$ cat config.mk
export PLATFORM = sky130hd
export DESIGN_NAME = debug_console_monitor
export DESIGN_NICKNAME = d
export VERILOG_FILES = /design/src/rtl/debug_console_monitor.sv
export SDC_FILE = /design/constraint.sdc
export NUM_CORES = 1
export LEC_CHECK = 0
export ABC_AREA = 1
export CAP_MARGIN = 20
export CELL_PAD_IN_SITES_DETAIL_PLACEMENT = 0
export CELL_PAD_IN_SITES_GLOBAL_PLACEMENT = 2
export CORE_MARGIN = 1.5
export CORE_UTILIZATION = 34
export DETAILED_ROUTE_END_ITERATION = 16
export GPL_TIMING_DRIVEN = 0
export PLACE_DENSITY = 0.89
export SETUP_SLACK_MARGIN = 0.05
export SYNTH_ARGS = -nofsm -noshare
export SYNTH_HDL_FRONTEND = slang
export SYNTH_SLANG_ARGS = --single-unit
export TNS_END_PERCENT = 1
$ cat constraint.sdc
create_clock -name clock_in -period 3.06 [get_ports clock_in]
set_clock_uncertainty 0.15 [all_clocks]
set_input_delay 0.459 -clock clock_in [delete_from_list [all_inputs] [get_ports clock_in]]
set_output_delay 0.459 -clock clock_in [all_outputs]
set_load 0.005 [all_outputs]
$ cat src/rtl/debug_console_monitor.sv
// Generic FIFO: circular buffer with count-based full/empty and a directly exposed head entry.
// Latency: a write into an empty FIFO is visible on rd_vld the next cycle.
// Backpressure: wr_rdy drops when full unless a pop happens in the same cycle.
module sync_fifo #(
    parameter int WIDTH = 8,
    parameter int DEPTH = 16
) (
    input  logic                     clk,
    input  logic                     rst_n,
    input  logic                     wr_vld,
    input  logic [WIDTH-1:0]         wr_dat,
    output logic                     wr_rdy,
    output logic                     rd_vld,
    input  logic                     rd_rdy,
    output logic [WIDTH-1:0]         rd_dat,
    output logic [$clog2(DEPTH):0]   level
);
    localparam int AW = $clog2(DEPTH);

    logic [WIDTH-1:0] mem_q [DEPTH];
    logic [AW-1:0]    rd_ptr_q;
    logic [AW-1:0]    wr_ptr_q;
    logic [AW:0]      cnt_q;
    logic             full;
    logic             do_wr;
    logic             do_rd;

    assign full   = (cnt_q == (AW+1)'(DEPTH));
    assign rd_vld = (cnt_q != '0);
    assign do_rd  = rd_vld & rd_rdy;
    assign wr_rdy = ~full | do_rd;
    assign do_wr  = wr_vld & wr_rdy;
    assign rd_dat = mem_q[rd_ptr_q];
    assign level  = cnt_q;

    always_ff @(posedge clk or negedge rst_n) begin
        if (!rst_n) begin
            rd_ptr_q <= '0;
            wr_ptr_q <= '0;
            cnt_q    <= '0;
            for (int i = 0; i < DEPTH; i++) begin
                mem_q[i] <= '0;
            end
        end else begin
            if (do_wr) begin
                mem_q[wr_ptr_q] <= wr_dat;
                wr_ptr_q        <= wr_ptr_q + 1'b1;
            end
            if (do_rd) begin
                rd_ptr_q <= rd_ptr_q + 1'b1;
            end
            case ({do_wr, do_rd})
                2'b10:   cnt_q <= cnt_q + 1'b1;
                2'b01:   cnt_q <= cnt_q - 1'b1;
                default: cnt_q <= cnt_q;
            endcase
        end
    end
endmodule

// Console snooper: captures console writes per channel into a tagged FIFO with forced line wrap, plus sticky bus status.
// Latency: a captured character appears on out_valid one cycle after its strobe edge; status is visible one cycle after the access.
// Backpressure: out_valid/out_ready on the FIFO head; when full, new entries are dropped and overflow is set.
module debug_console_monitor #(
    parameter int          NUM_CH       = 2,
    parameter logic [31:0] CONSOLE_ADDR = 32'hf00000d0,
    parameter logic [31:0] STOP_ADDR    = 32'he0000000,
    parameter logic [31:0] REGION_LO    = 32'h50000000,
    parameter logic [31:0] REGION_HI    = 32'he0000000,
    parameter logic [31:0] IRQ_ADDR     = 32'h40000104,
    parameter int          CHAR_LSB     = 24,
    parameter int          LINE_MAX     = 72,
    parameter int          FIFO_DEPTH   = 16,
    localparam int         CH_W         = (NUM_CH > 1) ? $clog2(NUM_CH) : 1,
    localparam int         LVL_W        = $clog2(FIFO_DEPTH) + 1
) (
    input  logic              clock_in,
    input  logic              reset_n,
    input  logic              bus_req,
    input  logic [31:0]       address,
    input  logic              data_we,
    input  logic [31:0]       data_write,
    output logic              out_valid,
    input  logic              out_ready,
    output logic [7:0]        out_char,
    output logic [CH_W-1:0]   out_ch,
    output logic [LVL_W-1:0]  fifo_level,
    output logic              overflow,
    output logic              sim_done,
    output logic              region_err,
    output logic [31:0]       err_addr,
    output logic              irq_seen
);
    localparam int              COL_W    = (LINE_MAX > 2) ? $clog2(LINE_MAX) : 1;
    localparam logic [COL_W-1:0] COL_LAST = COL_W'(LINE_MAX - 1);
    localparam logic [7:0]      NL_CHAR  = 8'h0a;

    typedef struct packed {
        logic [CH_W-1:0] ch;
        logic [7:0]      chr;
    } ent_t;

    typedef enum logic {
        S_IDLE,
        S_PUSH_NL
    } state_t;

    state_t           state_q, state_d;
    logic [NUM_CH-1:0] hit, hit_q, rise;
    logic [COL_W-1:0] col_q [NUM_CH];
    logic [COL_W-1:0] col_d [NUM_CH];
    logic             hold_vld_q, hold_vld_d;
    ent_t             hold_q, hold_d;
    logic [CH_W-1:0]  nl_ch_q, nl_ch_d;
    ent_t             cap;
    logic             cap_vld;
    ent_t             proc;
    logic             proc_vld;
    logic             push_vld;
    ent_t             push_dat;
    logic             drop;
    logic             fifo_wr_rdy;
    ent_t             head;
    logic             in_region;
    logic             unused_data_bits;

    assign unused_data_bits = ^(data_write & ~(32'h7f << CHAR_LSB));

    always_comb begin
        for (int i = 0; i < NUM_CH; i++) begin
            hit[i] = bus_req & data_we & (address == CONSOLE_ADDR + 32'(4 * i));
        end
    end

    // One capture per rising edge of a channel's strobe; the address selects at most one channel.
    assign rise    = hit & ~hit_q;
    assign cap_vld = |rise;

    always_comb begin
        cap     = '0;
        cap.chr = {1'b0, data_write[CHAR_LSB+6:CHAR_LSB]};
        for (int i = 0; i < NUM_CH; i++) begin
            if (rise[i]) begin
                cap.ch = CH_W'(i);
            end
        end
    end

    always_comb begin
        state_d    = state_q;
        hold_vld_d = hold_vld_q;
        hold_d     = hold_q;
        nl_ch_d    = nl_ch_q;
        col_d      = col_q;
        proc_vld   = 1'b0;
        proc       = '0;
        push_vld   = 1'b0;
        push_dat   = '0;
        drop       = 1'b0;

        case (state_q)
            S_IDLE: begin
                // A held capture is older than anything arriving now, so it goes first.
                if (hold_vld_q) begin
                    proc_vld   = 1'b1;
                    proc       = hold_q;
                    hold_vld_d = cap_vld;
                    if (cap_vld) begin
                        hold_d = cap;
                    end
                end else if (cap_vld) begin
                    proc_vld = 1'b1;
                    proc     = cap;
                end
            end
            S_PUSH_NL: begin
                push_vld     = 1'b1;
                push_dat.ch  = nl_ch_q;
                push_dat.chr = NL_CHAR;
                state_d      = S_IDLE;
                if (cap_vld) begin
                    if (hold_vld_q) begin
                        drop = 1'b1;
                    end else begin
                        hold_vld_d = 1'b1;
                        hold_d     = cap;
                    end
                end
            end
            default: state_d = S_IDLE;
        endcase

        // Column tracking happens as the character enters the FIFO path, whether or not the FIFO has room.
        if (proc_vld) begin
            push_vld = 1'b1;
            push_dat = proc;
            if (proc.chr == NL_CHAR) begin
                col_d[proc.ch] = '0;
            end else if (col_q[proc.ch] == COL_LAST) begin
                col_d[proc.ch] = '0;
                state_d        = S_PUSH_NL;
                nl_ch_d        = proc.ch;
            end else begin
                col_d[proc.ch] = col_q[proc.ch] + 1'b1;
            end
        end
    end

    always_ff @(posedge clock_in or negedge reset_n) begin
        if (!reset_n) begin
            state_q    <= S_IDLE;
            hit_q      <= '0;
            hold_vld_q <= 1'b0;
            hold_q     <= '0;
            nl_ch_q    <= '0;
            overflow   <= 1'b0;
            for (int i = 0; i < NUM_CH; i++) begin
                col_q[i] <= '0;
            end
        end else begin
            state_q    <= state_d;
            hit_q      <= hit;
            hold_vld_q <= hold_vld_d;
            hold_q     <= hold_d;
            nl_ch_q    <= nl_ch_d;
            col_q      <= col_d;
            overflow   <= overflow | drop | (push_vld & ~fifo_wr_rdy);
        end
    end

    sync_fifo #(
        .WIDTH ($bits(ent_t)),
        .DEPTH (FIFO_DEPTH)
    ) u_fifo (
        .clk    (clock_in),
        .rst_n  (reset_n),
        .wr_vld (push_vld),
        .wr_dat (push_dat),
        .wr_rdy (fifo_wr_rdy),
        .rd_vld (out_valid),
        .rd_rdy (out_ready),
        .rd_dat (head),
        .level  (fifo_level)
    );

    assign out_char = head.chr;
    assign out_ch   = head.ch;

    assign in_region = (address >= REGION_LO) && (address < REGION_HI);

    always_ff @(posedge clock_in or negedge reset_n) begin
        if (!reset_n) begin
            sim_done   <= 1'b0;
            region_err <= 1'b0;
            err_addr   <= '0;
            irq_seen   <= 1'b0;
        end else begin
            irq_seen <= bus_req & (address == IRQ_ADDR);
            if (bus_req) begin
                if (address == STOP_ADDR) begin
                    sim_done <= 1'b1;
                end
                if (in_region) begin
                    region_err <= 1'b1;
                    if (!region_err) begin
                        err_addr <= address;
                    end
                end
            end
        end
    end
endmodule

### Yosys cells after proc, flatten, opt, wreduce, memory -nomap -nowiden

Cells that the tools add are included.

| word-level totals | value |
|---|---|
| logic and storage cells | 130 |
| register bits after elaboration | 221 |
| output and inout bits | 51 |
| input port bits | 69 |

| cells by class | value |
|---|---|
| eq/ne operators | 13 |
| reduce and logical (&&, ||, !) cells | 11 |
| $lt $le $gt $ge | 7 |
| bitwise operators | 22 |
| mux-type cells | 40 |
| add/sub/neg operators | 5 |

Operators with widths:

| kind | number |
|---|---|
| 144-bit bitwise mux | 1 |
| 9-bit 2-to-1 mux | 12 |
| 32-bit == test (second input constant) | 3 |
| 9-bit binary-select mux with 4-bit select | 1 |
| 9-bit demux with 4-bit select | 1 |
| 32-bit by 31-bit == test with 1-bit output (second input constant) | 1 |
| 32-bit by 31-bit greater-or-equal comparator with 1-bit output (second input constant) | 1 |
| 32-bit < comparator (second input constant) | 1 |
| 14-bit 2-to-1 mux | 2 |
| 7-bit 2-to-1 mux | 4 |
| 9-bit case mux with 2 select lines | 1 |
| 14-bit bitwise AND | 1 |
| 14-bit bitwise mux | 1 |
| 1-bit 2-to-1 mux | 14 |
| 14-bit NOT | 1 |
| 5-bit greater-or-equal comparator (second input constant) | 2 |
| 4-bit NOT with 5-bit output | 2 |
| 5-bit case mux with 2 select lines | 1 |
| 4-bit by 1-bit adder with 4-bit output (second input constant) | 2 |
| 8-bit by 4-bit == test with 1-bit output (second input constant) | 1 |
| 7-bit by 1-bit adder with 7-bit output (second input constant) | 1 |
| 1-bit bitwise AND | 7 |
| 7-bit demux with 1-bit select | 1 |
| 7-bit == test (second input constant) | 1 |
| other kinds (23) | 35 |

### Logic depth before layout (Yosys ltp)

Gate-level depths: netlist (run 1).

| depth | value |
|---|---|
| depth after elaboration | 16 |
| gate-level depth with buffers | 18 |
| gate-level depth less buffers | 18 |

### Hierarchy

From an unflattened synthesis (run 1), not the netlist that was laid out.

| unflattened totals | value |
|---|---|
| cells, all modules | 1,617 |
| area total of the unflattened synthesis | 12,007.8 sq um |

Modules (own cells, without submodules):

| module | cells each | area an instance (sq um) | seq. area each (sq um) | times used |
|---|---|---|---|---|
| sync_fifo | 1,192 | 8,668.3 | 3,928.8 | 1 |
| debug_console_monitor | 425 | 3,339.5 | 1,576.5 | 1 |

### Least setup slack after synthesis (run 1)

No wires, ideal clock.

| path | value |
|---|---|
| kind | input to register |
| start point | in address[16] |
| end point | reg u_fifo.cnt_q[4] (netlist: u_fifo.level[4]) |
| data required time | 2.779 ns |
| cell stages on the path | 18 |
| library setup time | 0.131 ns |
| path slack | 0.024 ns |
| data arrival time | 2.755 ns |
| buffers on the path | 0 |
| cells stage by stage | inv_1 nand2_1 nor2_1 nand2_1 nor2_4 nand3_4 nand3_2 inv_2 nand2_4 nand2_4 ha_1 fa_1 a21o_1 a21oi_1 inv_1 a21oi_1 o21ai_0 xor2_1 |

| between the ends | value |
|---|---|
| longest elaborated chain between the ends | 11 |
| elaborated cells on any way between the ends | 15 |
| classes of those cells | eq/ne: 4; mux: 5; bitwise: 4; reduce/logical: 2 |

Ends and longest elaborated chain:

| item | line | RTL |
|---|---|---|
| start: declaration | 80 | `input logic [31:0] address,` |
| 32-bit == test | 131 | `hit[i] = bus_req & data_we & (address == CONSOLE_ADDR + 32'(4 * i));` |
| 1-bit bitwise AND | 131 |  |
| 2-bit bitwise AND (*) | 136 | `assign rise = hit & ~hit_q;` |
| 2-bit OR reduction (*) | 137 | `assign cap_vld = \|rise;` |
| 1-bit 2-to-1 mux (*) | 171 | `end else if (cap_vld) begin` |
| 1-bit 2-to-1 mux (*) | 164 | `if (hold_vld_q) begin` |
| 1-bit 2-to-1 mux (*) | 161 | `case (state_q)` |
| 1-bit 2-to-1 mux (*) | 194 | `if (proc_vld) begin` |
| 1-bit bitwise AND (*) | 32 | `assign do_wr = wr_vld & wr_rdy;` |
| 2-bit by 1-bit == test with 1-bit output or 2-bit == test (tied branches) | 52 | `case ({do_wr, do_rd})` |
| 5-bit case mux with 2 select lines or 2-bit nonzero test (tied branches) | -- |  |
| end signal: assignment | 53 | `2'b10: cnt_q <= cnt_q + 1'b1;` |
| end signal: assignment | 54 | `2'b01: cnt_q <= cnt_q - 1'b1;` |
| end signal: assignment | 55 | `default: cnt_q <= cnt_q;` |
| end: declaration | 23 | `logic [AW:0] cnt_q;` |

Mark *: on every way between the ends. The rest lies on a longest branch, timed or not.
A chain may end at the register's enable or synchronous reset.

### Worst setup path after layout (run 1)

| path | value |
|---|---|
| start point | reg u_fifo.rd_ptr_q[0] |
| end point | out out_char[5] |

| between the ends | value |
|---|---|
| longest elaborated chain between the ends | 4 |

Ends and longest elaborated chain:

| item | line | RTL |
|---|---|---|
| start: declaration | 21 | `logic [AW-1:0] rd_ptr_q;` |
| start signal: assignment | 50 | `rd_ptr_q <= rd_ptr_q + 1'b1;` |
| 4-bit NOT with 5-bit output (implied by the code) | 33 | `assign rd_dat = mem_q[rd_ptr_q];` |
| 9-bit binary-select mux with 4-bit select | 33 |  |
| 9-bit 2-to-1 mux (implied by the code) (2 in a row) | 33 |  |
| end: declaration | 85 | `output logic [7:0] out_char,` |

Every way passes these cells. The select of a mux whose other input is x is not followed.

==> results.py, run 1 <==
metrics = {
    "sta": {
        "fmax_mhz": 329,
        "fin_crit_ns": 3.04,
        "setup_slack_ns": 0.0233,
        "worst_hold_slack_ns": 0.224,
        "relSlewSlack_pct": 47.2,
        "rsz0062_at_grt": "true",
        "setup_viol_count_final": 0,
        "drv_slew": 0,
        "worst-slew-pin-transition_ns": 0.791,
        "final-hold-violation-count": 0,
        "period_share_pct": 99.2,
    },
    "critical_path": {
        "cp-end-kind": "output pin",
        "critPathRequiredTime_ns": 2.45,
        "worstSetupStartpointType": "flop",
        "crit_fanout": 10,
        "critPathKind": "flop to output pin",
        "critPathArrivalTime_ns": 2.43,
    },
    "clock_network": {
        "root_buffer": "clkbuf_16",
        "cts_made_buffers": 25,
        "cts_tree": "done",
        "htreeDepth": 1,
        "clk_latency_ns": 0.52,
        "clock_path_buffers": 3,
        "clkSinkCount": 204,
        "clk_pin_slew_ns": 0.06,
    },
    "die": {
        "chipHeight_um": 177,
        "pin_count": 120,
        "start_util_pct": 34.5,
        "rows": 63,
        "core_um2": 29600,
        "die_w_um": 177,
        "dieArea_um2": 31200,
    },
    "route": {
        "routed_wl_um": 30600,
        "met2_length_um": 14400,
        "ant_nets": 0,
        "firstDrtPassIters": 5,
        "routed-wl-met3_um": 1490,
        "met1_length_um": 14100,
        "highest_layer": "met4",
        "drc": 0,
        "routed_via_density": 4.89,
        "via_count": 8598,
        "avgRoutedWirePerCell_um": 17.4,
        "drtIter0Drc": 540,
    },
    "placed_design": {
        "detailedPlace.worstSlack_ns": -0.760,
        "gp_routability_congestion": 0.841,
        "place_inst": 1709,
        "port_buffers": 93,
        "dpl.hpwl_um": 21700,
    },
    "min_path": {
        "min_path_type": "input port to flop",
    },
    "grt": {
        "track_usage_pct": 20.3,
        "antenna_found_initial": 0,
        "grt_max_degree": 111,
        "grt_pass1_wl_um": 49100,
        "grt.overflow.total": 0,
        "grt_pass1_vias": 8690,
    },
    "final_layout": {
        "area_growth_pct": 26.4,
        "fin_cells": 1757,
        "antenna_cells": 0,
        "fill_cells": 2951,
        "final_common_cell": "nand2_1",
        "final_cell_mix": "nand2_1 (340), dfrtp_1 (203), inv_1 (112)",
        "nets": 1431,
        "drive_gt1_share_pct": 16.4,
    },
    "logic_synthesis": {
        "synth_warnings": 0,
        "avgSynthCellArea_um2": 8.35,
        "syn_inst": 1225,
        "ys_ff_latch": 204,
        "synthArstFlopShare_pct": 100,
        "synth_edf_count": 0,
        "ys_seq_area_share_pct": 49.9,
        "synth_area_um2": 10200,
        "synth.net_count": 1305,
        "synth_ff_type": "dfrtp_1",
        "ys_types": 51,
    },
    "power_and_ir_drop": {
        "leakage_nw": 6.31,
        "powerDensity_nw_per_um2": 668,
        "peakVddDrop_v": 0.000381,
    },
    "status": {
        "status": "finished clean",
    },
    "flow_run": {
        "maxCapViolations": 0,
    },
}
==> flip-flops by register name, summed over array words and instances, names as in the netlist, 2 cells and up <==
signal           flops
col_q               14
err_addr            32
hit_q                2
hold_q               8
u_fifo.level         5
u_fifo.mem_q       128
u_fifo.rd_ptr_q      4
u_fifo.wr_ptr_q      4
==> cells by family after synthesis <==
logic type	count (synthesis)	synth area share, %
buffers and inverters	190	7.95
flip-flops	204	49.9
adder cells (fa/ha/maj)	11	1.42
other	1	0.0366
AND/OR/NAND/NOR	533	23.7
multiplexers	20	2.20
XOR/XNOR	10	0.856
AO/OA/AOI/OAI	256	14.0
==> through the flow <==
| step | total power, W | util, % | area, µm² | TNS [ns] |
|---|---|---|---|---|
| final | 0.00865 | 43.7 | 12900 | 0 |
| after global routing | 0.00905 | 43.7 | 12900 | -0.292 |
| after CTS | 0.00869 | 43.3 | 12800 | 0 |
| after detailed placement | 0.00530 | 39.4 | 11700 | -13.54 |
| after global placement | 0.00529 | 39.3 | 11700 | -1593.33 |
| after floorplan | 0.00415 | - | 10200 | 0 |
==> worst paths after layout <==
path,startpoint,end,slack [ns],cells after the start
worst max-delay path,u_fifo.rd_ptr_q[0]$_DFFE_PN0P_,out_char[5],0.02,7
worst min-delay path,address[31],err_addr[31]$_DFFE_PN0P_,0.22,4
worst max register to register,u_fifo.level[1]$_DFFE_PN0P_,u_fifo.level[4]$_DFFE_PN0P_,0.11,13
worst min register to register,u_fifo.mem_q[110]$_DFFE_PN0P_,u_fifo.mem_q[110]$_DFFE_PN0P_,0.31,2
max in group asynchronous,reset_n,u_fifo.level[2]$_DFFE_PN0P_,1.35,3
min in group asynchronous,reset_n,u_fifo.mem_q[96]$_DFFE_PN0P_,0.38,2
==> cell usage after synthesis (all sizes together) (2+ instances only) <==
cell type | instances | share of area, %
o221ai | 8 | 0.68
nand4 | 3 | 0.18
a21o | 2 | 0.15
nand3 | 76 | 4.4
clkbuf | 30 | 1.1
o21a | 18 | 1.3
dfrtp | 204 | 50
clkinv | 5 | 0.22
xnor2 | 2 | 0.17
xor2 | 8 | 0.68
mux2 | 20 | 2.2
a21oi | 63 | 3.2
buf | 27 | 1.9
ha | 10 | 1.2
nor4 | 5 | 0.37
o21ai | 162 | 8.4
nor2 | 72 | 3.6
nand2 | 367 | 15
and2 | 2 | 0.12
inv | 128 | 4.7
nor3 | 3 | 0.15
or2 | 2 | 0.12
==> cell type report <==
class / count / area (µm²) / area share [%]
clock inverters: 9 / 100 / 0.774
flip-flops and latches: 204 / 5110 / 39.5
plain buffers: 56 / 508 / 3.93
well taps: 390 / 488 / 3.77
multi-input cells: 831 / 4480 / 34.6
repair buffers: 100 / 1010 / 7.83
inverters: 133 / 510 / 3.95
clock buffers: 34 / 729 / 5.64
==> report_power, final <==
group / switching [W] / leakage [nW] / internal (W)
Combinational: 0.00155 / 3.38 / 0.00120
Sequential: 0.000123 / 2.52 / 0.00279
Clock: 0.00116 / 0.409 / 0.00182
==> worst max-delay path, stage by stage, from the launching register on <==
cell	delay, ns
dfrtp_1	0.41
clkbuf_8	0.19
clkbuf_2	0.23
o21ai_0	0.25
nand3_1	0.17
nand3_1	0.14
nand2_1	0.07
clkdlybuf4s50_1	0.44
==> layer usage <==
layer | vias to the layer above | track usage (%)
met5 | - | 0
met4 | 0 | 5.23
met3 | 38 | 2.91
met2 | 200 | 32.9
met1 | 4151 | 28.5
li1 | 4209 | -
==> what timing repair did <==
item,CTS,global route
endpoints found under the hold margin,94,0
resized for setup,94,28
hold buffers,1,0
pin swaps,13,11
setup buffers,3,2
setup endpoints to repair,16,24
Note: power is estimated with default switching activity, not from simulation.
==> inputs of run 2 (changes only) <==
--- a/config.mk
+++ b/config.mk
@@ -9,12 +9,13 @@
 export CAP_MARGIN = 20
 export CELL_PAD_IN_SITES_DETAIL_PLACEMENT = 0
 export CELL_PAD_IN_SITES_GLOBAL_PLACEMENT = 2
-export CORE_MARGIN = 1.5
+export CORE_MARGIN = 2
 export CORE_UTILIZATION = 34
 export DETAILED_ROUTE_END_ITERATION = 16
 export GPL_TIMING_DRIVEN = 0
 export PLACE_DENSITY = 0.89
 export SETUP_SLACK_MARGIN = 0.05
+export SLEW_MARGIN = 20
 export SYNTH_ARGS = -nofsm -noshare
 export SYNTH_HDL_FRONTEND = slang
 export SYNTH_SLANG_ARGS = --single-unit
==> results.py, run 2 (same netlist as run 1, synthesis figures left out) <==
metrics = {
    "grt": {
        "antenna_found_initial": 0,
        "grt_pass1_wl_um": 48300,
        "track_usage_pct": 19.8,
        "grt_pass1_vias": 8479,
        "grt_max_degree": 84,
        "grt.overflow.total": 0,
    },
    "die": {
        "pin_count": 120,
        "chipHeight_um": 178,
        "die_w_um": 178,
        "dieArea_um2": 31500,
        "start_util_pct": 34.5,
        "core_um2": 29600,
        "rows": 63,
    },
    "power_and_ir_drop": {
        "p_int_w": 0.00574,
        "netSwitchingPower_w": 0.00281,
        "peakVddDrop_v": 0.000492,
        "power_frac_comb_pct": 31.7,
        "powerDensity_nw_per_um2": 661,
        "leakage_nw": 6.29,
        "p_sw_share_pct": 32.8,
        "power_frac_seq_pct": 34.1,
        "clock_power_share_pct": 34.3,
    },
    "route": {
        "firstDrtPassIters": 5,
        "routed_wl_um": 30500,
        "drtIter0Drc": 557,
        "drc": 0,
        "ant_nets": 0,
        "via_count": 8587,
        "avgRoutedWirePerCell_um": 17.3,
        "routed_via_density": 4.87,
    },
    "clock_network": {
        "htreeDepth": 1,
        "clock_path_buffers": 3,
        "cts_made_buffers": 25,
        "clk_latency_ns": 0.52,
        "root_buffer": "clkbuf_16",
        "clk_pin_slew_ns": 0.06,
        "cts_tree": "done",
        "clkSinkCount": 204,
    },
    "critical_path": {
        "critPathKind": "flop to output pin",
        "critPathRequiredTime_ns": 2.45,
        "worstSetupStartpointType": "flop",
        "cp-end-kind": "output pin",
        "critPathArrivalTime_ns": 2.45,
        "crit_fanout": 10,
    },
    "final_layout": {
        "largest_register": "u_fifo.mem_q",
        "largest_reg_flops": 128,
        "drive_gt1_share_pct": 16.4,
        "fin_cells": 1762,
        "reg_top3": "u_fifo.mem_q x128, err_addr x32, col_q x14",
        "area_growth_pct": 26.3,
        "fin_area_um2": 12900,
        "final_cell_mix": "nand2_1 (341), dfrtp_1 (203), inv_1 (111)",
        "nets": 1437,
        "final_common_cell": "nand2_1",
        "antenna_cells": 0,
    },
    "placed_design": {
        "detailedPlace.worstSlack_ns": -0.736,
        "gp_routability_congestion": 0.805,
        "placed_area_um2": 11700,
        "port_buffers": 93,
        "place_inst": 1710,
        "dpl.hpwl_um": 21700,
    },
    "sta": {
        "setup_viol_count_final": 0,
        "fmax_mhz": 327,
        "rsz0062_at_grt": "true",
        "relSlewSlack_pct": 58.8,
        "drv_slew": 0,
        "period_share_pct": 99.8,
        "setup_slack_ns": 0.00581,
        "fin_crit_ns": 3.05,
        "worst-slew-pin-transition_ns": 0.618,
        "final-hold-violation-count": 0,
        "setup_tns_ns": 0,
    },
    "status": {
        "status": "finished clean",
    },
    "min_path": {
        "min_path_type": "input port to flop",
    },
    "flow_run": {
        "maxCapViolations": 0,
    },
}
-- run 2: cell count changes in the layout (fill, tap and decap cells not counted), sizes merged --
cell | previous run | this run
clkdlybuf4s50 | 85 | 86
clkinvlp | 2 | 0
buf | 34 | 41
dlymetal6s2s | 3 | 1
dlygate4sd2 | 4 | 5
-- run 2: metrics by stage --
step / util [%] / hold slack, ns / total power [W]
3_5_place_dp: 39.5 / 0.303 / 0.00529
4_1_cts: 43.2 / 0.252 / 0.00856
3_3_place_gp: 39.3 / 0.300 / 0.00529
6_report: 43.6 / 0.268 / 0.00854
2_1_floorplan: - / 0.0134 / 0.00415
5_1_grt: 43.6 / 0.270 / 0.00895
-- run 2: final cells by class --
class / count / area, µm²
timing repair buffer: 106 / 1070
clock buffer: 35 / 713
tap: 390 / 488
inverter: 133 / 510
clock inverter: 7 / 85.1
sequential: 204 / 5110
buffer: 56 / 487
multi-input combinational: 831 / 4470
fill: 3015 / 16700
-- run 2: worst paths after layout --
path | startpoint | to | slack [ns] | cells after the start
min in group asynchronous | reset_n | u_fifo.mem_q[96]$_DFFE_PN0P_ | 0.33 | 2
worst max register to register | u_fifo.level[1]$_DFFE_PN0P_ | u_fifo.level[4]$_DFFE_PN0P_ | 0.09 | 12
max in group asynchronous | reset_n | u_fifo.rd_ptr_q[2]$_DFFE_PN0P_ | 1.61 | 3
worst max-delay path | u_fifo.rd_ptr_q[0]$_DFFE_PN0P_ | out_char[5] | 0.006 | 8
worst min-delay path | bus_req | sim_done$_DFFE_PN0P_ | 0.27 | 2
worst min register to register | u_fifo.mem_q[40]$_DFFE_PN0P_ | u_fifo.mem_q[40]$_DFFE_PN0P_ | 0.31 | 2
-- run 2: worst max-delay path, stage by stage (launching register included) --
cell and delay, ns:
dfrtp_1 0.43, inv_2 0.08, clkbuf_8 0.18, clkbuf_4 0.25, o21ai_0 0.12, nand3_1 0.16, nand3_1 0.13, nand2_1 0.09
clkdlybuf4s50_1 0.50
-- run 2: timing repair --
action	4_1_cts	5_1_grt
endpoints found under the hold margin	64	0
resized for setup	85	29
pin swaps	11	13
endpoints found under the setup margin	17	23
hold buffers	1	0
buffers inserted	4	6
-- run 2: layer usage --
metal / wire (µm) / part of all wire, % / GRT usage (%) / up-vias
met5: 0 / 0 / 0 / -
met4: 806 / 2.6 / 5.53 / 0
met3: 1530 / 5.0 / 2.85 / 49
met2: 14400 / 47 / 32.4 / 212
met1: 13800 / 45 / 27.3 / 4119
li1: - / - / - / 4207
-- run 2: power by group through the flow --
stage / combinational, W / sequential, W / clock [W]
2_1_floorplan: 0.00124 / 0.00291 / 0
3_3_place_gp: 0.00237 / 0.00292 / 0
3_5_place_dp: 0.00238 / 0.00292 / 0
4_1_cts: 0.00266 / 0.00291 / 0.00299
5_1_grt: 0.00292 / 0.00293 / 0.00310
6_report: 0.00270 / 0.00291 / 0.00293
==> inputs of run 3 (changes only) <==
--- a/config.mk
+++ b/config.mk
@@ -11,10 +11,11 @@
 export CELL_PAD_IN_SITES_GLOBAL_PLACEMENT = 2
 export CORE_MARGIN = 2
 export CORE_UTILIZATION = 34
+export CTS_CLUSTER_DIAMETER = 40
 export DETAILED_ROUTE_END_ITERATION = 16
 export GPL_TIMING_DRIVEN = 0
+export MAX_ROUTING_LAYER = met4
 export PLACE_DENSITY = 0.89
-export SETUP_SLACK_MARGIN = 0.05
 export SLEW_MARGIN = 20
 export SYNTH_ARGS = -nofsm -noshare
 export SYNTH_HDL_FRONTEND = slang
==> results.py, run 3 (same netlist as run 1, synthesis figures left out) <==
metrics = {
    "route": {
        "routed_via_density": 4.95,
        "drtIter0Drc": 646,
        "ant_nets": 0,
        "via_count": 8817,
        "drc": 0,
        "routed_wl_um": 31000,
        "avgRoutedWirePerCell_um": 17.4,
        "firstDrtPassIters": 5,
    },
    "critical_path": {
        "rrSetupSlack_ns": 0.11,
        "cp-end-kind": "output pin",
        "critPathKind": "flop to output pin",
        "crit_fanout": 10,
        "critPathArrivalTime_ns": 2.48,
        "critPathRequiredTime_ns": 2.45,
        "worstSetupStartpointType": "flop",
    },
    "clock_network": {
        "clock_path_buffers": 3,
        "root_buffer": "clkbuf_16",
        "clk_latency_ns": 0.51,
        "cts_tree": "done",
        "cts_made_buffers": 38,
        "htreeDepth": 2,
        "clk_pin_slew_ns": 0.05,
        "clkSinkCount": 204,
    },
    "sta": {
        "setup_viol_count_final": 2,
        "fin_crit_ns": 3.09,
        "final-hold-violation-count": 0,
        "period_share_pct": 101,
        "rsz0062_at_grt": "true",
        "fmax_mhz": 324,
        "worst_hold_slack_ns": 0.272,
        "relSlewSlack_pct": 54.9,
        "setup_slack_ns": -0.0297,
        "drv_slew": 0,
        "worst-slew-pin-transition_ns": 0.676,
    },
    "power_and_ir_drop": {
        "powerDensity_nw_per_um2": 744,
        "peakVddDrop_v": 0.000695,
        "finalPower_w": 0.00995,
        "leakage_nw": 6.47,
    },
    "final_layout": {
        "final_common_cell": "nand2_1",
        "fin_area_um2": 13400,
        "area_growth_pct": 30.7,
        "largest_register": "u_fifo.mem_q",
        "drive_gt1_share_pct": 17.6,
        "fin_util_pct": 45.1,
        "largest_reg_flops": 128,
        "antenna_cells": 0,
        "final_cell_mix": "nand2_1 (339), dfrtp_1 (202), inv_1 (111)",
        "reg_top3": "u_fifo.mem_q x128, err_addr x32, col_q x14",
        "nets": 1444,
        "fill_cells": 2976,
    },
    "die": {
        "dieArea_um2": 31500,
        "start_util_pct": 34.5,
        "rows": 63,
        "chipHeight_um": 178,
        "die_w_um": 178,
        "pin_count": 120,
        "core_um2": 29600,
    },
    "grt": {
        "grt_pass1_wl_um": 49300,
        "grt.overflow.total": 0,
        "grt_pass1_vias": 8919,
        "antenna_found_initial": 0,
        "track_usage_pct": 20.8,
        "grt_max_degree": 84,
    },
    "status": {
        "violations": "negative setup slack",
        "status": "finished, violations left",
    },
    "placed_design": {
        "dpl.hpwl_um": 21700,
        "gp_routability_congestion": 0.835,
        "port_buffers": 93,
        "placed_area_um2": 11700,
        "detailedPlace.worstSlack_ns": -0.811,
    },
    "min_path": {
        "min_path_type": "input port to flop",
    },
    "flow_run": {
        "maxCapViolations": 0,
    },
}
==> run 3: changes by cell type in the layout (fill, tap and decap cells not counted), moves of 3 or more <==
cell        previous run  this run
inv_6                  1         4
nand2_2               13        16
clkbuf_8              15        10
clkinvlp_4             0         3
buf_4                 12         9
clkbuf_16             27        40
bufinv_16              2         6
==> run 3: cell type report <==
| class | count | area (µm²) | area share, % |
|---|---|---|---|
| flip-flops and latches | 204 | 5110 | 38.2 |
| multi-input cells | 831 | 4480 | 33.5 |
| repair buffers | 101 | 1040 | 7.75 |
| clock buffers | 48 | 1030 | 7.70 |
| inverters | 133 | 508 | 3.80 |
| well taps | 390 | 488 | 3.65 |
| plain buffers | 55 | 445 | 3.33 |
| clock inverters | 19 | 280 | 2.10 |
==> run 3: power breakdown <==
part           internal (W)  switching (W)  total (W)
Clock               0.00290        0.00146    0.00436
Sequential          0.00280       0.000140    0.00294
Combinational       0.00112        0.00153    0.00266
==> run 3: path summary, 6_finish.rpt <==
| check | start | end | cells past startpoint |
|---|---|---|---|
| worst max register to register | state_q$_DFF_PN0_ | u_fifo.level[4]$_DFFE_PN0P_ | 12 |
| worst max-delay path | u_fifo.rd_ptr_q[0]$_DFFE_PN0P_ | out_char[6] | 7 |
| min in group asynchronous | reset_n | u_fifo.mem_q[78]$_DFFE_PN0P_ | 2 |
| worst min-delay path | bus_req | sim_done$_DFFE_PN0P_ | 2 |
| max in group asynchronous | reset_n | col_q[10]$_DFFE_PN0P_ | 4 |
| worst min register to register | u_fifo.mem_q[41]$_DFFE_PN0P_ | u_fifo.mem_q[41]$_DFFE_PN0P_ | 2 |
==> run 3: per-stage QoR <==
step | instances | TNS [ns]
after floorplan | 1225 | 0
after global placement | 1708 | -1590.36
after detailed placement | 1710 | -15.03
after CTS | 1777 | 0
after global routing | 1781 | -0.389
final | 1781 | -0.0574
==> run 3: what timing repair did <==
item,4_1_cts,5_1_grt
gates resized for setup,75,38
setup endpoints to repair,10,23
buffers inserted,1,4
hold endpoints to repair,62,0
pin swaps,6,10
hold buffers,1,0
==> run 3: worst max-delay path, stage by stage, from the launching register on <==
cell and delay (ns):
dfrtp_1 0.42, clkbuf_8 0.19, clkbuf_2 0.23, o21ai_0 0.31
nand3_1 0.18, nand3_1 0.12, nand2_1 0.08, clkdlybuf4s50_1 0.44
==> run 3: per-layer routing <==
| layer | routed length (µm) | GRT usage [%] |
|---|---|---|
| met4 | 1190 | 7.86 |
| met3 | 1720 | 2.87 |
| met1 | 13900 | 27.6 |
| met5 | 0 | - |
| met2 | 14200 | 32.3 |
==> edit 1 (config.mk and constraints of run 1) <==
Make the reset (`reset_n` and `rst_n`) synchronous in 3 clocked blocks.
--- a/src/rtl/debug_console_monitor.sv
+++ b/src/rtl/debug_console_monitor.sv
@@ -33,7 +33,7 @@
     assign rd_dat = mem_q[rd_ptr_q];
     assign level  = cnt_q;
 
-    always_ff @(posedge clk or negedge rst_n) begin
+    always_ff @(posedge clk) begin
         if (!rst_n) begin
             rd_ptr_q <= '0;
             wr_ptr_q <= '0;
@@ -206,7 +206,7 @@
         end
     end
 
-    always_ff @(posedge clock_in or negedge reset_n) begin
+    always_ff @(posedge clock_in) begin
         if (!reset_n) begin
             state_q    <= S_IDLE;
             hit_q      <= '0;
@@ -248,7 +248,7 @@
 
     assign in_region = (address >= REGION_LO) && (address < REGION_HI);
 
-    always_ff @(posedge clock_in or negedge reset_n) begin
+    always_ff @(posedge clock_in) begin
         if (!reset_n) begin
             sim_done   <= 1'b0;
             region_err <= 1'b0;
Check against the original RTL: differs if reset_n is asserted again (counterexample within 4 cycles, from zero or initial values and one cycle with reset_n low); with reset_n held inactive, the same outputs for 4 cycles.
==> edit 1 against run 1 <==
  * Sequential power rose by 11%
  * Power fell by 8.6%
  * Final area fell by 4.7%
  * Die area fell by 3.1%
  * Setup slack improved by 0.036 ns
  * Sequential cell count rose by 4
  * Area after synthesis fell by 3.2%
  * Routed wire length fell by 10%
  * Highest routed layer unchanged
==> edit 1: results (changes against run 1) <==
CTS buffer count -> 24 (was 25)
Met3 Wirelength -> 1450 um (was 1490 um)
Clk sinks -> 208 (was 204)
Slew headroom -> 23.4% (was 47.2%)
Async SR Flop Fraction -> 0% (was 100%)
DPL Wire Length -> 19600 um (was 21700 um)
Total GRT Usage -> 18.2% (was 20.3%)
Number of synthesized flops with an enable pin -> 128 (was 0)
Worst R2R Path Depth -> 7 (was 13)
Clock buffer count -> 27 (was 34)
Total Wirelength -> 27500 um (was 30600 um)
Synth area leaders -> edfxtp_1 (39%), dfxtp_1 (16%), nor2_1 (9.1%) (was dfrtp_1 (50%), nand2_1 (13%), o21ai_0 (5.2%))
Largest net degree at the start of global routing -> 14 (was 111)
Status -> completed (unchanged)
Hold path endpoint -> err_addr[31]$_SDFFE_PN0P_ (was err_addr[31]$_DFFE_PN0P_)
Reg2Reg Capture Point -> u_fifo.mem_q[9][1]$_SDFFCE_PN0P_ (was u_fifo.level[4]$_DFFE_PN0P_)
Crit path capture -> out_ch (was out_char[5])
Power Sequential -> 3.24 mW (was 2.91 mW)
Synth Area in Compound Gates -> 11.6% (was 14.0%)
Mux share of post-synthesis cell area -> 3.43% (was 2.20%)
Switching power -> 2.29 mW (was 2.83 mW)
Post-synth top flop -> edfxtp_1 (was dfrtp_1)
Reg-to-reg critical path startpoint -> state_q$_SDFF_PP0_ (was u_fifo.level[1]$_DFFE_PN0P_)
Inverters -> 117 (was 133)
Clk tree area frac -> 6.45% (was 6.41%)
Met2 GRT Util -> 30.8% (was 32.9%)
Multi-Input Combinational -> 744 (was 831)
## edit 1: cell types whose count changed in the layout (fill, tap and decap cells not counted), moves of 19 or more
cell,before,now
nand2_1,340,118
dfrtp_1,203,0
nor2_1,47,236
edfxtp_1,0,128
dfxtp_1,0,79
o21ai_1,55,9
o211ai_1,0,33
mux2i_1,0,31
nand2_2,13,37
clkbuf_1,9,28
## edit 1: timing repair
action                                  4_1_cts  5_1_grt
gates resized for setup                      61       36
pin swaps                                     4        7
endpoints found under the setup margin      156      160
## edit 1: through the flow
step	setup TNS [ns]	power, mW	utilization (%)	cells	setup WS (ns)
3_3_place_gp	-120.10	4.94	39.4	1596	-0.661
2_1_floorplan	0	4.19	-	1119	0.390
4_1_cts	-0.0318	7.92	42.6	1639	-0.0167
5_1_grt	-0.154	8.22	42.9	1639	-0.0554
6_report	0	7.90	42.9	1639	0.0589
3_5_place_dp	-128.20	4.95	39.4	1596	-0.691
==> edit 2 (settings of run 1) <==
Made on the original files. The parameter `REGION_LO` goes from 32'h50000000 to 32'h3C000000.
--- a/src/rtl/debug_console_monitor.sv
+++ b/src/rtl/debug_console_monitor.sv
@@ -65,7 +65,7 @@
     parameter int          NUM_CH       = 2,
     parameter logic [31:0] CONSOLE_ADDR = 32'hf00000d0,
     parameter logic [31:0] STOP_ADDR    = 32'he0000000,
-    parameter logic [31:0] REGION_LO    = 32'h50000000,
+    parameter logic [31:0] REGION_LO    = 32'h3C000000,
     parameter logic [31:0] REGION_HI    = 32'he0000000,
     parameter logic [31:0] IRQ_ADDR     = 32'h40000104,
     parameter int          CHAR_LSB     = 24,
Function: changed (Yosys sat finds a counterexample within 4 cycles, from zero or initial values and one cycle with reset_n low).
==> edit 2 against run 1 <==
  * The run now ends with negative setup slack left
  * First-iteration DRC count rose by 21%
  * Final area rose by 0.33%
  * Sequential share of layout area fell by 0.13 points
  * Sequential cell count did not move
  * Setup slack got worse by 0.036 ns
  * Routed wire length fell by 2.5%
  * Area after synthesis fell by 0.43%
  * Power rose by 4.0%
  * Critical path depth rose by 1
  * Synthesized cell count fell by 0.41%
  * Cell count fell by 0.17%
  * Critical endpoint is now out_char[2]
==> edit 2: results (changes against run 1) <==
Status -> finished, violations left (was completed)
Violated checks -> negative setup slack
Pre-CTS WS -> -0.563 ns (was -0.760 ns)
# nets final -> 1428 (was 1431)
Met1 usage -> 25.8% (was 28.5%)
Met2 GRT Util -> 33.2% (was 32.9%)
Met3 Use GR -> 3.85% (was 2.91%)
Layout fillers -> 2940 (was 2951)
DPL Wire Length -> 20500 um (was 21700 um)
Slew headroom -> 50.0% (was 47.2%)
Clk tree area frac -> 6.61% (was 6.41%)
Synth area leaders -> dfrtp_1 (50%), nand2_1 (12%), o21ai_0 (6.6%) (was dfrtp_1 (50%), nand2_1 (13%), o21ai_0 (5.2%))
GP Congestion -> 0.826 (was 0.841)
Total GRT Usage -> 19.7% (was 20.3%)
Setup ws final -> -0.0123 ns (was 0.0233 ns)
Unique masters post-synth -> 47 (was 51)
Minimum hold slack -> 0.164 ns (was 0.224 ns)
Leakage power -> 6.05 nW (was 6.31 nW)
Hold wc startpoint -> address[30] (was address[31])
Arrival @ worst endpoint -> 2.46 ns (was 2.43 ns)
Initial DRC Count -> 653 (was 540)
Worst R2R Path Depth -> 14 (was 13)
Seq area share -> 39.3% (was 39.5%)
Final setup vio count -> 1 (was 0)
Total Wirelength -> 29800 um (was 30600 um)
CP max stage delay -> 0.50 ns (was 0.44 ns)
Placed cell count -> 1704 (was 1709)
Hold path endpoint -> err_addr[30]$_DFFE_PN0P_ (was err_addr[31]$_DFFE_PN0P_)
Inverters -> 121 (was 133)
DP Area -> 11600 um2 (was 11700 um2)
-- edit 2: worst max path at each step --
stage | startpoint | to | cells after the start
2_1_floorplan | address[15] | u_fifo.level[4]$_DFFE_PN0P_ | 19
3_3_place_gp | reset_n | hold_q[5]$_DFFE_PN0P_ | 1
3_5_place_dp | address[15] | u_fifo.level[4]$_DFFE_PN0P_ | 20
4_1_cts | u_fifo.rd_ptr_q[0]$_DFFE_PN0P_ | out_char[2] | 8
5_1_grt | u_fifo.rd_ptr_q[0]$_DFFE_PN0P_ | out_char[3] | 8
6_report | u_fifo.rd_ptr_q[0]$_DFFE_PN0P_ | out_char[2] | 8
-- edit 2: cell families after synthesis --
family	Yosys count	synth area share (%)
XOR/XNOR	10	0.859
AO/OA/AOI/OAI	257	14.0
adder cells (fa/ha/maj)	11	1.42
buffers and inverters	172	7.21
other	1	0.0368
flip-flops	204	50.1
AND/OR/NAND/NOR	539	23.5
multiplexers	26	2.87
